## src/rtl/io_port_bridge.sv

```systemverilog
// Memory-mapped I/O bridge: CPU stores/loads in the addr[7]=1 window drive a TX and an RX FIFO.
// Optional interrupt output and CONTROL enable bits are built when IO_BRIDGE_IRQ_EN is defined.
module io_port_bridge #(
  parameter int FIFO_AW    = 3,
  parameter int FIFO_DEPTH = 8
) (
  input  logic        clock,
  input  logic        reset,
  input  logic [31:0] addr,
  input  logic [31:0] wdata,
  input  logic        we,
  input  logic        re,
  output logic [31:0] rdata,
  output logic [31:0] tx_data,
  output logic        tx_valid,
  input  logic        tx_ready,
  input  logic [31:0] rx_data,
  input  logic        rx_valid,
  output logic        rx_ready
`ifdef IO_BRIDGE_IRQ_EN
  ,
  output logic        irq
`endif
);

  localparam int CW = FIFO_AW + 1;

  typedef logic [FIFO_AW-1:0] ptr_t;
  typedef logic [CW-1:0]      cnt_t;

  localparam cnt_t FULL_CNT = cnt_t'(FIFO_DEPTH);

  typedef enum logic [1:0] {
    REG_TXDATA  = 2'd0,
    REG_RXDATA  = 2'd1,
    REG_STATUS  = 2'd2,
    REG_CONTROL = 2'd3
  } reg_sel_t;

  logic [31:0] tx_mem [FIFO_DEPTH];
  logic [31:0] rx_mem [FIFO_DEPTH];

  ptr_t tx_wr_ptr, tx_rd_ptr, rx_wr_ptr, rx_rd_ptr;
  cnt_t tx_cnt, rx_cnt;
  logic tx_ovf, rx_udf;

  logic     io_sel, cpu_store, cpu_load;
  reg_sel_t reg_sel;
  logic     tx_empty, tx_full, rx_empty, rx_full;
  logic     tx_push_req, tx_pop, tx_push, tx_ovf_set;
  logic     rx_pop_req, rx_pop, rx_push, rx_udf_set;
  logic     status_wr, ctrl_wr, tx_flush, rx_flush;
  logic     ovf_clr, udf_clr;
  logic [31:0] status_word, rx_head;

  // A simultaneous we/re is treated purely as a store.
  assign io_sel    = addr[7];
  assign reg_sel   = reg_sel_t'(addr[3:2]);
  assign cpu_store = io_sel & we;
  assign cpu_load  = io_sel & re & ~we;

  assign tx_empty = (tx_cnt == '0);
  assign tx_full  = (tx_cnt == FULL_CNT);
  assign rx_empty = (rx_cnt == '0);
  assign rx_full  = (rx_cnt == FULL_CNT);

  assign status_wr = cpu_store & (reg_sel == REG_STATUS);
  assign ctrl_wr   = cpu_store & (reg_sel == REG_CONTROL);
  assign tx_flush  = ctrl_wr & wdata[0];
  assign rx_flush  = ctrl_wr & wdata[1];

  // A consumer pop frees a slot in the same edge, so a push into a full FIFO still lands.
  assign tx_push_req = cpu_store & (reg_sel == REG_TXDATA);
  assign tx_pop      = ~tx_empty & tx_ready & ~tx_flush;
  assign tx_push     = tx_push_req & (~tx_full | tx_pop) & ~tx_flush;
  assign tx_ovf_set  = tx_push_req & tx_full & ~(~tx_empty & tx_ready);

  assign rx_pop_req = cpu_load & (reg_sel == REG_RXDATA);
  assign rx_pop     = rx_pop_req & ~rx_empty & ~rx_flush;
  assign rx_push    = rx_valid & ~rx_full & ~rx_flush;
  assign rx_udf_set = rx_pop_req & rx_empty;

  assign ovf_clr = status_wr & wdata[4];
  assign udf_clr = status_wr & wdata[5];

  assign tx_valid = ~tx_empty;
  assign tx_data  = tx_empty ? 32'h0 : tx_mem[tx_rd_ptr];
  assign rx_ready = ~rx_full;
  assign rx_head  = rx_empty ? 32'h0 : rx_mem[rx_rd_ptr];

  always_ff @(posedge clock) begin
    if (tx_push) tx_mem[tx_wr_ptr] <= wdata;
    if (rx_push) rx_mem[rx_wr_ptr] <= rx_data;
  end

  always_ff @(posedge clock) begin
    if (reset) begin
      tx_wr_ptr <= '0;
      tx_rd_ptr <= '0;
      tx_cnt    <= '0;
    end else if (tx_flush) begin
      tx_wr_ptr <= '0;
      tx_rd_ptr <= '0;
      tx_cnt    <= '0;
    end else begin
      if (tx_push) tx_wr_ptr <= tx_wr_ptr + ptr_t'(1);
      if (tx_pop)  tx_rd_ptr <= tx_rd_ptr + ptr_t'(1);
      case ({tx_push, tx_pop})
        2'b10:   tx_cnt <= tx_cnt + cnt_t'(1);
        2'b01:   tx_cnt <= tx_cnt - cnt_t'(1);
        default: tx_cnt <= tx_cnt;
      endcase
    end
  end

  always_ff @(posedge clock) begin
    if (reset) begin
      rx_wr_ptr <= '0;
      rx_rd_ptr <= '0;
      rx_cnt    <= '0;
    end else if (rx_flush) begin
      rx_wr_ptr <= '0;
      rx_rd_ptr <= '0;
      rx_cnt    <= '0;
    end else begin
      if (rx_push) rx_wr_ptr <= rx_wr_ptr + ptr_t'(1);
      if (rx_pop)  rx_rd_ptr <= rx_rd_ptr + ptr_t'(1);
      case ({rx_push, rx_pop})
        2'b10:   rx_cnt <= rx_cnt + cnt_t'(1);
        2'b01:   rx_cnt <= rx_cnt - cnt_t'(1);
        default: rx_cnt <= rx_cnt;
      endcase
    end
  end

  // Sticky flags: a new set event beats a W1C in the same cycle.
  always_ff @(posedge clock) begin
    if (reset) begin
      tx_ovf <= 1'b0;
      rx_udf <= 1'b0;
    end else begin
      tx_ovf <= tx_ovf_set | (tx_ovf & ~ovf_clr);
      rx_udf <= rx_udf_set | (rx_udf & ~udf_clr);
    end
  end

  always_comb begin
    status_word            = '0;
    status_word[16 +: CW]  = rx_cnt;
    status_word[8 +: CW]   = tx_cnt;
    status_word[5:0]       = {rx_udf, tx_ovf, rx_full, rx_empty, tx_full, tx_empty};
  end

`ifdef IO_BRIDGE_IRQ_EN
  logic rx_ie, tx_ie;

  always_ff @(posedge clock) begin
    if (reset) begin
      rx_ie <= 1'b0;
      tx_ie <= 1'b0;
      irq   <= 1'b0;
    end else begin
      if (ctrl_wr) begin
        rx_ie <= wdata[2];
        tx_ie <= wdata[3];
      end
      irq <= (rx_ie & ~rx_empty) | (tx_ie & tx_empty) | tx_ovf | rx_udf;
    end
  end
`endif

  always_comb begin
    rdata = 32'h0;
    if (cpu_load) begin
      case (reg_sel)
        REG_RXDATA:  rdata = rx_head;
        REG_STATUS:  rdata = status_word;
`ifdef IO_BRIDGE_IRQ_EN
        REG_CONTROL: rdata = {28'h0, tx_ie, rx_ie, 2'b00};
`endif
        default:     rdata = 32'h0;
      endcase
    end
  end

  // Undecoded address and data bits collected so they are visibly intentional.
  logic unused_bits;
  assign unused_bits = ^{addr[31:8], addr[6:4], addr[1:0], wdata[31:6], wdata[3:2]};

endmodule
```

## config.mk

```make
export PLATFORM = sky130hd
export DESIGN_NAME = io_port_bridge
export DESIGN_NICKNAME = d
export VERILOG_FILES = /design/src/rtl/io_port_bridge.sv
export SDC_FILE = /design/constraint.sdc
export NUM_CORES = 1
export LEC_CHECK = 0
export ABC_CLOCK_PERIOD_IN_PS = 6680
export CAP_MARGIN = 5
export CORE_MARGIN = 1.5
export CORE_UTILIZATION = 45
export DETAILED_ROUTE_END_ITERATION = 6
export PLACE_DENSITY = 0.71
export SETUP_SLACK_MARGIN = 0.05
export SLEW_MARGIN = 10
export SYNTH_ARGS = -nofsm -noshare
export SYNTH_HDL_FRONTEND = slang
export SYNTH_SLANG_ARGS = --single-unit
export TNS_END_PERCENT = 1
```

## constraint.sdc

```tcl
create_clock -name clock -period 6.68 [get_ports clock]
set_input_delay 1.336 -clock clock [delete_from_list [all_inputs] [get_ports clock]]
set_output_delay 1.336 -clock clock [all_outputs]
set_load 0.005 [all_outputs]
```

Yosys cells after proc, flatten, opt, wreduce, memory -nomap -nowiden
Memories as Yosys holds them, arrays and structs flattened. A register that Yosys moved wholly into a read port is not among the register bits.
Index checks and enable logic that the tools add are counted.
{"block": "op_classes", "muxes": 14, "order_cmp": 0, "bitwise": 37, "n_shift": 0, "div_mod_pow": 0, "reduce_logical": 7, "addsub": 8, "n_mul": 0, "n_eq_ne": 9}
{"operator": "32-bit 2-to-1 mux", "n": 3}
{"operator": "32-bit case mux with 2 select lines", "n": 1}
{"operator": "1-bit AND", "n": 24}
{"operator": "4-bit case mux with 2 select lines", "n": 2}
{"operator": "3-bit by 1-bit adder with 3-bit output (second input constant)", "n": 4}
{"operator": "3-bit 2-to-1 mux", "n": 4}
{"operator": "1-bit inverter", "n": 10}
{"operator": "4-bit by 1-bit adder with 4-bit output (second input constant)", "n": 2}
{"operator": "2-bit == test (second input constant)", "n": 4}
{"operator": "4-bit == test (second input constant)", "n": 2}
{"operator": "4-bit zero test", "n": 2}
{"operator": "4-bit by 1-bit subtractor with 4-bit output (second input constant)", "n": 2}
{"operator": "2-bit by 1-bit == test with 1-bit output (second input constant)", "n": 3}
{"operator": "1-bit 2-to-1 mux", "n": 4}
{"operator": "2-bit nonzero test", "n": 2}
{"operator": "2-bit OR reduction", "n": 2}
{"operator": "1-bit OR", "n": 3}
{"operator": "2-bit zero test", "n": 1}
{"block": "word_totals", "reg_bits": 22, "out_inout_bits": 66, "ramBits": 512, "mem_count": 2, "input_bits": 102, "latchBits": 0, "romBits": 0, "elab_cells": 85}
{"name": "rx_mem", "depth": 8, "word_bits": 32, "read_ports": 1, "rd_clocked_by_memory_dff": 1, "write_ports": 1, "line": "41", "rtl": "logic [31:0] rx_mem [FIFO_DEPTH];"}
{"name": "tx_mem", "depth": 8, "word_bits": 32, "read_ports": 1, "rd_clocked_by_memory_dff": 1, "write_ports": 1, "line": "40", "rtl": "logic [31:0] tx_mem [FIFO_DEPTH];"}

Depth between registers and ports, before layout
Gate-level depths: netlist of the first run.
{"block": "logic_depth", "depth_word": 10, "ltp_mapped": 13, "mapped_depth_nobuf": 12}

Least setup slack after synthesis of the first run
Ideal clock, no wire load.
{"block": "synth_timing", "path_kind": "input -> register", "start": "in addr[2]", "end": "mem tx_mem[0][0] (enable)", "arrival_time_ns": 4.968, "t_required_ns": 6.178, "setup_ns": 0.502, "path_buffers": 0, "cell_stages": 5, "slack_ns": 1.210, "cell_sequence": "inv_1 ha_1 and3_1 o211ai_4 nor4_1"}
{"block": "synth_via", "elab_chain_cells": 10, "word_cells_on_any_way": 12, "classes_between": "eq/ne (1); mux (2); bitwise (8); reduce/logical (1)"}
{"element": "start, declared", "line": "9", "rtl": "input logic [31:0] addr,"}
{"element": "2-bit == test", "line": "68", "rtl": "assign ctrl_wr = cpu_store & (reg_sel == REG_CONTROL);"}
{"element": "1-bit AND", "line": "68"}
{"element": "1-bit AND", "line": "69", "rtl": "assign tx_flush = ctrl_wr & wdata[0];"}
{"element": "1-bit inverter", "line": "74, 75"}
{"element": "1-bit AND", "line": "74", "rtl": "assign tx_pop = ~tx_empty & tx_ready & ~tx_flush;"}
{"element": "1-bit OR", "line": "75", "rtl": "assign tx_push = tx_push_req & (~tx_full | tx_pop) & ~tx_flush;"}
{"element": "1-bit AND", "line": "75"}
{"element": "1-bit AND *", "line": "75"}
{"element": "1-bit 2-to-1 mux *", "line": "92", "rtl": "if (tx_push) tx_mem[tx_wr_ptr] <= wdata;"}
{"element": "1-bit 2-to-1 mux (not written as such) *", "line": "92"}
{"element": "end, declared", "line": "40"}
Every way passes the cells marked *; elsewhere a longest branch is shown, timed or not.

Worst setup path in the final report of the first run
{"block": "layout_timing", "start": "in addr[3]", "end": "out rdata[3]"}
{"block": "layout_via", "elab_chain_cells": 3, "word_cells_on_any_way": 4, "classes_between": "eq/ne (2); mux (2)"}
{"element": "2-bit == test / 2-bit by 1-bit == test with 1-bit output (equally long branches)", "line": "175", "rtl": "case (reg_sel)"}
{"element": "32-bit case mux with 2 select lines *", "line": "175"}
{"element": "32-bit 2-to-1 mux *", "line": "174", "rtl": "if (cpu_load) begin"}
{"element": "end, declared", "line": "13", "rtl": "output logic [31:0] rdata,"}
Marked as above.

==> results.cfg, run 1 <==
[timing]
relSlewSlack_pct = 25.93
finalSetupTns_ns = 0
drv_slew = 0
fmax_ghz = 0.1864
rsz0062_at_grt = no
fin_crit_ns = 5.364
post-route-period-util_pct = 80.30
setup_violations = 0
final-hold-violation-count = 0
fin_skew_ns = 0.02867
fin_ws_ns = 1.316
worstMarginPinSlew_ns = 1.109

[synth]
ys_warn_count = 0
synthTopCellsByArea = edfxtp_1 (73%), mux4_2 (13%), mux2i_1 (3.8%)
synth_seq_cells = 540
syn-num-nets = 1141
synth_top_cells_by_count = edfxtp_1 (512), mux4_2 (117), mux2i_1 (79)
yosys_most_used_dff = edfxtp_1
syn_inst = 1024
ys_types = 51
ys_seq_area_share_pct = 75.82
netlist.area_leader.share_pct = 73.16
synth_area_mm2 = 0.02102
synth_most_common_cell = edfxtp_1
synth_area_per_cell_um2 = 20.52
netlist.top_cell.by_area = edfxtp_1
async_flop_share_pct = 0
synth-edff-count = 512

[global_routing]
gr-total-overflow = 0
grt_pass1_wl_um = 62450
grt.total_usage_pct = 17.58
grt_pass1_vias = 10610
antenna_found_initial = 2
grt_max_degree = 47

[worst_setup_path]
crit_path_end_kind = output port
arrival_ns = 4.03
cp_cell_sequence = clkdlybuf4s50_1, inv_1, ha_1, o41a_1, nand3_1, buf_4, o32ai_1, clkdlybuf4s50_1
critPathKind = input pin to output port
cpMaxStageDelayCell = o41a_1
cp_top_family = buffers and inverters
cp-start-kind = input pin
path_buf_inv = 4
cp_common_cell = clkdlybuf4s50_1
cpPeakStageDelay_ns = 0.63
worstPathRequired_ns = 5.34
cp_max_fo = 21

[pwr]
power_density_mw_per_mm2 = 288.2
p_leak_nw = 7.516
irDropWorstVdd_uv = 201.1

[die]
boundaryPins = 168
dieArea_mm2 = 0.04801
die_y_um = 219.1
core_area_mm2 = 0.04636
initial_utilization_pct = 45.33
num_rows = 79
die_w_um = 219.1

[clocking]
cts_resized = 0
htree_levels = 2
postCtsHoldBufs = 0
clkSinkCount = 540
clockBufferDepth = 3
cts_root_buffer = clkbuf_16
post_cts.repair.setup_buffers = 0
clk_latency_ns = 0.60
cts.clk_slew.worst_paths_ns = 0.06
cts_tree = built
cts_inserted_buffers = 54

[routing]
drc_errors = 0
first_pass_iters = 4
wire_per_inst_um = 22.47
ant_nets = 0
drt-total-wl_um = 41300
drt-initial-drc-count = 777
vias = 10120
viasPerCell = 5.504

[place]
portBuffers = 138
place_inst = 1741
place.detailed.hpwl_um = 22870
post-place-ws_ns = 1.309
routabilityCongestion = 0.7382

[status]
outcome = finished, final reports clean

[final_layout]
fill_cells = 3532
area_growth_pct = 18.24
drive_gt1_share_pct = 19.11
nets = 1307
fin_cells = 1838
regArea_mm2 = 0.01595
multi_input_area_mm2 = 0.004893

[job]
drv_cap = 0

[hold_path]
hp-class = flip-flop to flip-flop
## layout by cell type (no fill, tap or decap), types with 5 or more instances in the layout
cell type | synthesis | final
edfxtp_1 | 512 | 512
clkdlybuf4s50_1 | 0 | 138
mux4_2 | 117 | 117
mux2i_1 | 79 | 79
nor2_1 | 78 | 72
clkbuf_16 | 0 | 55
buf_4 | 6 | 23
dfxtp_1 | 28 | 22
nand2_1 | 18 | 18
a21oi_1 | 17 | 17
clkbuf_1 | 10 | 15
ha_1 | 14 | 14
clkinv_1 | 0 | 13
a22oi_1 | 12 | 12
xor2_1 | 11 | 11
o211ai_1 | 11 | 11
inv_1 | 9 | 9
nand2b_1 | 8 | 8
nor3_2 | 0 | 8
nor2_4 | 1 | 7
nand3_1 | 6 | 6
nand4_1 | 5 | 5
clkinv_2 | 0 | 5
## per-stage QoR
stage	hold WS, ns	utilization [%]	total power [mW]	instance area [um^2]
finish	0.4878	53.60	7.161	24850
global route	0.5242	53.60	7.412	24850
CTS	0.4943	53.60	7.235	24850
detailed placement	0.4831	50.03	4.431	23190
global placement	0.4707	50.03	4.418	23190
floorplan	0.4540	-	4.169	21020
## worst paths after layout
kind,start,to,slack (ns),cells after the start
setup / recovery,addr[3],rdata[3],1.32,8
setup reg to reg,tx_cnt[0]$_SDFFE_PP0P_,tx_cnt[2]$_SDFFE_PP0P_,3.18,12
hold / removal,tx_rd_ptr[1]$_SDFFE_PP0N_,flip-flop,0.49,2
hold reg to reg,tx_rd_ptr[1]$_SDFFE_PP0N_,flip-flop,0.49,2
## power breakdown
group	leakage, nW	internal (mW)	switching, mW
registers	4.86	3.76	0.0568
clock network	0.792	1.62	1.19
logic	1.87	0.283	0.248
total	7.52	5.66	1.50
## worst reg2reg max path: stages (launching register included)
cell     delay, ns
dfxtp_1       0.37
or3_1         0.54
nor2_4        0.82
inv_2         0.18
nand2_2       0.16
a41oi_1       0.07
ha_1          0.29
xor2_1        0.16
ha_1          0.18
a21oi_1       0.14
xor2_1        0.09
or3_1         0.31
a21oi_1       0.14
## flip-flops by register name, summed over array words and instances, names as in the netlist, named ones only
name / count
rx_wr_ptr: 3
rx_cnt: 4
tx_mem: 256
tx_wr_ptr: 3
tx_ovf: 1
tx_cnt: 4
tx_rd_ptr: 3
rx_mem: 256
rx_udf: 1
rx_rd_ptr: 3
## kinds of logic (layout without fill, tap and decap cells)
group | count (synthesis) | after routing | share of synthesized area [%]
compound gates | 56 | 56 | 1.911
xor+xnor | 13 | 13 | 0.5418
other cells | 0 | 1 | 0
mux | 196 | 196 | 16.30
fa+ha+maj | 15 | 15 | 0.9288
simple gates | 143 | 143 | 3.138
flops | 540 | 540 | 75.82
buf+inv | 61 | 267 | 1.357
## per-layer routing
| metal | wire length [um] | global-route usage (%) | vias to the layer above |
|---|---|---|---|
| li1 | - | - | 4528 |
| met1 | 17040 | 22.63 | 5250 |
| met2 | 20600 | 29.57 | 268 |
| met3 | 2516 | 3.742 | 69 |
| met4 | 1130 | 6.301 | 2 |
| met5 | 19 | 0 | - |
## area by class of cell
class / count / share of cell area (%)
Clock buffer: 70 / 5.765
Sequential cell: 540 / 64.19
Multi-Input combinational cell: 423 / 19.69
Timing Repair Buffer: 161 / 6.254
Antenna cell: 1 / 0.01007
Tap cell: 607 / 3.056
Inverter: 10 / 0.1511
Clock inverter: 26 / 0.8812
Note: power is estimated with default switching activity, not from simulation.
==> run 2, diff against run 1 <==
--- a/config.mk
+++ b/config.mk
@@ -5,12 +5,12 @@
 export SDC_FILE = /design/constraint.sdc
 export NUM_CORES = 1
 export LEC_CHECK = 0
-export ABC_CLOCK_PERIOD_IN_PS = 6680
+export ABC_CLOCK_PERIOD_IN_PS = 4800
 export CAP_MARGIN = 5
 export CORE_MARGIN = 1.5
 export CORE_UTILIZATION = 45
 export DETAILED_ROUTE_END_ITERATION = 6
-export PLACE_DENSITY = 0.71
+export PLACE_DENSITY = 0.74
 export SETUP_SLACK_MARGIN = 0.05
 export SLEW_MARGIN = 10
 export SYNTH_ARGS = -nofsm -noshare
==> constraint.sdc (replaced) <==
create_clock -name clock -period 4.8 [get_ports clock]
set_input_delay 0.96 -clock clock [delete_from_list [all_inputs] [get_ports clock]]
set_output_delay 0.96 -clock clock [all_outputs]
set_load 0.005 [all_outputs]
==> run 2 against run 1 <==
  * Largest power group unchanged
  * First-iteration DRC count down 11%
  * Core utilization up 0.28 points
  * Sequential share of layout area down 0.33 points
  * Clock skew about the same
  * Total power up 42%
  * Register-to-register slack worse by 1.6 ns
  * Highest routed layer unchanged
  * Die area unchanged
  * Critical endpoint unchanged
  * Cell area up 0.52%
==> results.cfg, run 2 (synthesis gave the netlist of run 1 again) <==
[worst_setup_path]
cp.depth = 8
r2r_cells = 12
cp_max_fo = 21
cp_common_cell = clkdlybuf4s50_1
critPathKind = input pin to output port
reg2reg_slack_ns = 1.57
cp_cell_sequence = clkdlybuf4s50_1, inv_1, ha_1, o41a_1, nand3_1, buf_4, o32ai_1, clkdlybuf4s50_1
arrival_ns = 3.45
cp_top_family = buffers and inverters
crit_path_end_kind = output port
cpPeakStageDelay_ns = 0.68
cp-start-kind = input pin
r2r_start = tx_cnt[0]$_SDFFE_PP0P_
r2r-end = tx_cnt[2]$_SDFFE_PP0P_
worstPathRequired_ns = 3.84
path_buf_inv = 4
cpMaxStageDelayCell = clkdlybuf4s50_1

[pwr]
irDropWorstVdd_uv = 366.7
power.total_mw = 10.13
power_density_mw_per_mm2 = 405.7
p_leak_nw = 7.600

[place]
portBuffers = 138
place.detailed.hpwl_um = 23840
place_inst = 1748
routabilityCongestion = 0.7463
post-place-ws_ns = 0.4363
dpl-instance-area_mm2 = 0.02328

[clocking]
cts.clk_slew.worst_paths_ns = 0.06
post_cts.repair.setup_buffers = 0
cts_resized = 0
clk_latency_ns = 0.59
cts_inserted_buffers = 52
clockBufferDepth = 3
clkSinkCount = 540
htree_levels = 2
cts_tree = built
cts_root_buffer = clkbuf_16
postCtsHoldBufs = 0

[die]
core_area_mm2 = 0.04636
boundaryPins = 168
die_w_um = 219.1
dieArea_mm2 = 0.04801
initial_utilization_pct = 45.33
die_y_um = 219.1
num_rows = 79

[global_routing]
antenna_found_initial = 2
gr-total-overflow = 0
grt_pass1_wl_um = 64700
grt_max_degree = 48
grt_pass1_vias = 10710
grt.total_usage_pct = 18.13

[timing]
setup_violations = 0
final-hold-violation-count = 0
fin_crit_ns = 4.409
fmax_ghz = 0.2268
post-route-period-util_pct = 91.85
fin_ws_ns = 0.3910
finalSetupTns_ns = 0
relSlewSlack_pct = 30.18
fin_skew_ns = 0.02851
worstMarginPinSlew_ns = 1.047
drv_slew = 0
rsz0062_at_grt = no

[final_layout]
nets = 1312
final_area_mm2 = 0.02498
fin_cells = 1847
layout_commonest_cell = edfxtp_1
drive_gt1_share_pct = 20.03
layout_common_cells = edfxtp_1 (512), clkdlybuf4s50_1 (138), mux4_2 (117)
largest_registers = rx_mem (256), tx_mem (256)
area_growth_pct = 18.85

[routing]
drc_errors = 0
ant_nets = 0
wire_per_inst_um = 22.96
drt-initial-drc-count = 688
vias = 10290
drt-total-wl_um = 42400
viasPerCell = 5.572
first_pass_iters = 5

[job]
drv_cap = 0

[hold_path]
min_path_cells = 2
worstHoldStart = rx_udf$_SDFF_PP0_
holdPathEnd = rx_udf$_SDFF_PP0_
hp-class = flip-flop to flip-flop

[status]
outcome = finished, final reports clean
run 2: cell types whose count changed in the layout (fill, tap and decap cells not counted), moves of 3 or more:
cell,before,now
bufinv_16,3,6
clkinvlp_4,3,0
clkinv_1,13,8
buf_4,23,28
inv_6,0,4
clkinv_2,5,10
run 2: worst max-delay path by stage:
stage                     startpoint                     end  slack (ns)
final                        addr[3]                rdata[3]        0.39
after global routing         addr[3]                rdata[0]        0.30
after CTS                    addr[3]                rdata[3]        0.42
after detailed placement     addr[3]                rdata[1]        0.44
after global placement       addr[3]                rdata[1]        0.47
after floorplan              addr[2]  rx_mem[0][0]$_DFFE_PP_       -0.27
run 2: metal layers:
| metal | wire [um] | global-route usage [%] | vias up |
|---|---|---|---|
| met1 | 17160 | 23.21 | 5395 |
| met3 | 2848 | 4.283 | 61 |
| met4 | 850 | 5.342 | 2 |
| met5 | 14 | 0 | - |
| li1 | - | - | 4536 |
| met2 | 21520 | 30.85 | 297 |
run 2: final cells by class:
cell class              instances  area, um^2
clock buffers                  69        1396
diodes                          2       5.005
flip-flops and latches        540       15950
repair buffers                168        1632
fillers                      3503       21380
well taps                     607       759.5
inverters                      10       37.54
multi-input cells             423        4902
clock inverters                28       295.3
run 2: where the power goes:
group	internal (mW)	total [mW]	switching, mW
clock network	2.37	4.06	1.69
registers	5.23	5.29	0.0630
logic	0.405	0.779	0.374
total	8.00	10.1	2.13
run 2: stage by stage:
stage | util, % | hold WS [ns]
4_1_cts | 53.87 | 0.5059
6_report | 53.88 | 0.5041
5_1_grt | 53.87 | 0.5380
3_5_place_dp | 50.22 | 0.4850
3_3_place_gp | 50.22 | 0.4770
2_1_floorplan | - | 0.4540
run 2: worst reg2reg max path, cell delays in order, from the launching register on:
cell     delay [ns]
dfxtp_1        0.38
or3_1          0.54
nor2_4         0.51
inv_2          0.18
nand2_2        0.15
a41oi_1        0.07
ha_1           0.30
xor2_1         0.17
ha_1           0.19
a21oi_1        0.15
xor2_1         0.09
or3_1          0.31
a21oi_1        0.15
==> run 3, diff against run 2 <==
--- a/config.mk
+++ b/config.mk
@@ -9,6 +9,7 @@
 export CAP_MARGIN = 5
 export CORE_MARGIN = 1.5
 export CORE_UTILIZATION = 45
+export CTS_BUF_LIST = sky130_fd_sc_hd__clkbuf_16
 export DETAILED_ROUTE_END_ITERATION = 6
 export PLACE_DENSITY = 0.74
 export SETUP_SLACK_MARGIN = 0.05
==> run 3 against run 2 <==
  * Core utilization is essentially flat
  * Critical endpoint unchanged
  * Clock power decreased by 1%
  * First-iteration DRC count shrank 0.29%
  * Non-clock buffer count is the same
  * Register-to-register slack barely moved
  * Total power is 0.43% lower
  * Clock skew barely moved
  * Critical path depth is the same
  * Clock-buffer cell count shrank 16
  * Largest power group unchanged
  * Final cell count is the same
  * Die area unchanged
  * Cell area about the same
==> results.cfg, run 3 (synthesis gave the netlist of run 1 again) <==
[status]
outcome = finished, final reports clean

[pwr]
p_leak_nw = 7.656
seq_power_share_pct = 52.4
irDropWorstVdd_uv = 366.7
power_density_mw_per_mm2 = 404.1
p_int_mw = 7.956
swShare_pct = 21.15
p_clk_share_pct = 39.8
p_sw_mw = 2.134
combPwrFrac_pct = 7.7

[clocking]
post_cts.repair.setup_buffers = 0
clockBufferDepth = 3
cts_tree = built
clkSinkCount = 540
postCtsHoldBufs = 0
clk_latency_ns = 0.59
cts_resized = 0
htree_levels = 2
cts_inserted_buffers = 52
cts_root_buffer = clkbuf_16
cts.clk_slew.worst_paths_ns = 0.06

[timing]
fmax_ghz = 0.2267
fin_crit_ns = 4.411
fin_skew_ns = 0.02866
worstMarginPinSlew_ns = 1.057
fin_ws_ns = 0.3889
drv_slew = 0
setup_violations = 0
whs_ns = 0.5044
rsz0062_at_grt = no
relSlewSlack_pct = 29.55
post-route-period-util_pct = 91.90
final-hold-violation-count = 0

[die]
dieArea_mm2 = 0.04801
boundaryPins = 168
die_y_um = 219.1
num_rows = 79
initial_utilization_pct = 45.33
core_area_mm2 = 0.04636
die_w_um = 219.1

[final_layout]
layout_commonest_cell = edfxtp_1
drive_gt1_share_pct = 19.95
fin_util_pct = 53.86
layout_common_cells = edfxtp_1 (512), clkdlybuf4s50_1 (138), mux4_2 (117)
fin_cells = 1847
regArea_mm2 = 0.01595
fill_cells = 3501
area_growth_pct = 18.80
multi_input_area_mm2 = 0.004902
largest_registers = rx_mem (256), tx_mem (256)
nets = 1312

[global_routing]
grt_pass1_vias = 10710
grt.total_usage_pct = 18.13
grt_max_degree = 48
grt_pass1_wl_um = 64700
antenna_found_initial = 2
gr-total-overflow = 0

[routing]
drc_errors = 0
vias = 10290
viasPerCell = 5.573
drt-initial-drc-count = 686
ant_nets = 0
wire_per_inst_um = 22.97
drt-total-wl_um = 42430
first_pass_iters = 5

[worst_setup_path]
worstPathRequired_ns = 3.84
arrival_ns = 3.45
cp-start-kind = input pin
critPathKind = input pin to output port
cp_max_fo = 21
crit_path_end_kind = output port

[place]
post-place-ws_ns = 0.4363
place_inst = 1748
place.detailed.hpwl_um = 23840
routabilityCongestion = 0.7463
portBuffers = 138

[job]
drv_cap = 0

[hold_path]
hp-class = flip-flop to flip-flop
[run 3: cell count changes in the layout (fill, tap and decap cells not counted), sizes merged]
cell / change
clkinv: +1
clkbuf: -16
inv: +15
[run 3: cell type report]
| type | count | area share [%] |
|---|---|---|
| timing repair buffer | 168 | 6.535 |
| tap | 607 | 3.042 |
| antenna | 2 | 0.02005 |
| sequential | 540 | 63.88 |
| clock inverter | 44 | 1.423 |
| clock buffer | 53 | 5.312 |
| multi-input combinational | 423 | 19.63 |
| inverter | 10 | 0.1503 |
[run 3: path summary, 6_finish.rpt]
check / to / slack (ns) / startpoint / cells past startpoint
max: rdata[3] / 0.39 / addr[3] / 8
min: rx_udf$_SDFF_PP0_ / 0.50 / rx_udf$_SDFF_PP0_ / 2
max reg2reg: tx_cnt[2]$_SDFFE_PP0P_ / 1.57 / tx_cnt[0]$_SDFFE_PP0P_ / 12
min reg2reg: rx_udf$_SDFF_PP0_ / 0.50 / rx_udf$_SDFF_PP0_ / 2
[run 3: layer usage]
| layer | track usage (%) | vias up | part of all wire (%) |
|---|---|---|---|
| met3 | 4.283 | 61 | 6.7 |
| li1 | - | 4539 | - |
| met4 | 5.342 | 2 | 2.0 |
| met5 | 0 | - | 0.033 |
| met2 | 30.85 | 289 | 51 |
| met1 | 23.21 | 5403 | 41 |
[run 3: worst max-delay path: stages]
cell and delay (ns):
clkdlybuf4s50_1 0.45, inv_1 0.10, ha_1 0.20, o41a_1 0.44, nand3_1 0.14, buf_4 0.27, o32ai_1 0.20, clkdlybuf4s50_1 0.68
[run 3: through the flow]
stage	TNS, ns	instance area (um^2)	power, mW
6_report	0	24970	10.09
5_1_grt	0	24960	10.42
4_1_cts	0	24960	10.17
3_5_place_dp	0	23280	6.184
3_3_place_gp	0	23280	6.163
2_1_floorplan	-8.564	21020	5.802
[run 3: power by group through the flow]
| stage | clock network [mW] | registers, mW | logic, mW |
|---|---|---|---|
| 2_1_floorplan | 0 | 5.35 | 0.448 |
| 3_3_place_gp | 0 | 5.39 | 0.775 |
| 3_5_place_dp | 0 | 5.39 | 0.791 |
| 4_1_cts | 4.09 | 5.29 | 0.795 |
| 5_1_grt | 4.27 | 5.30 | 0.847 |
| 6_report | 4.02 | 5.29 | 0.779 |
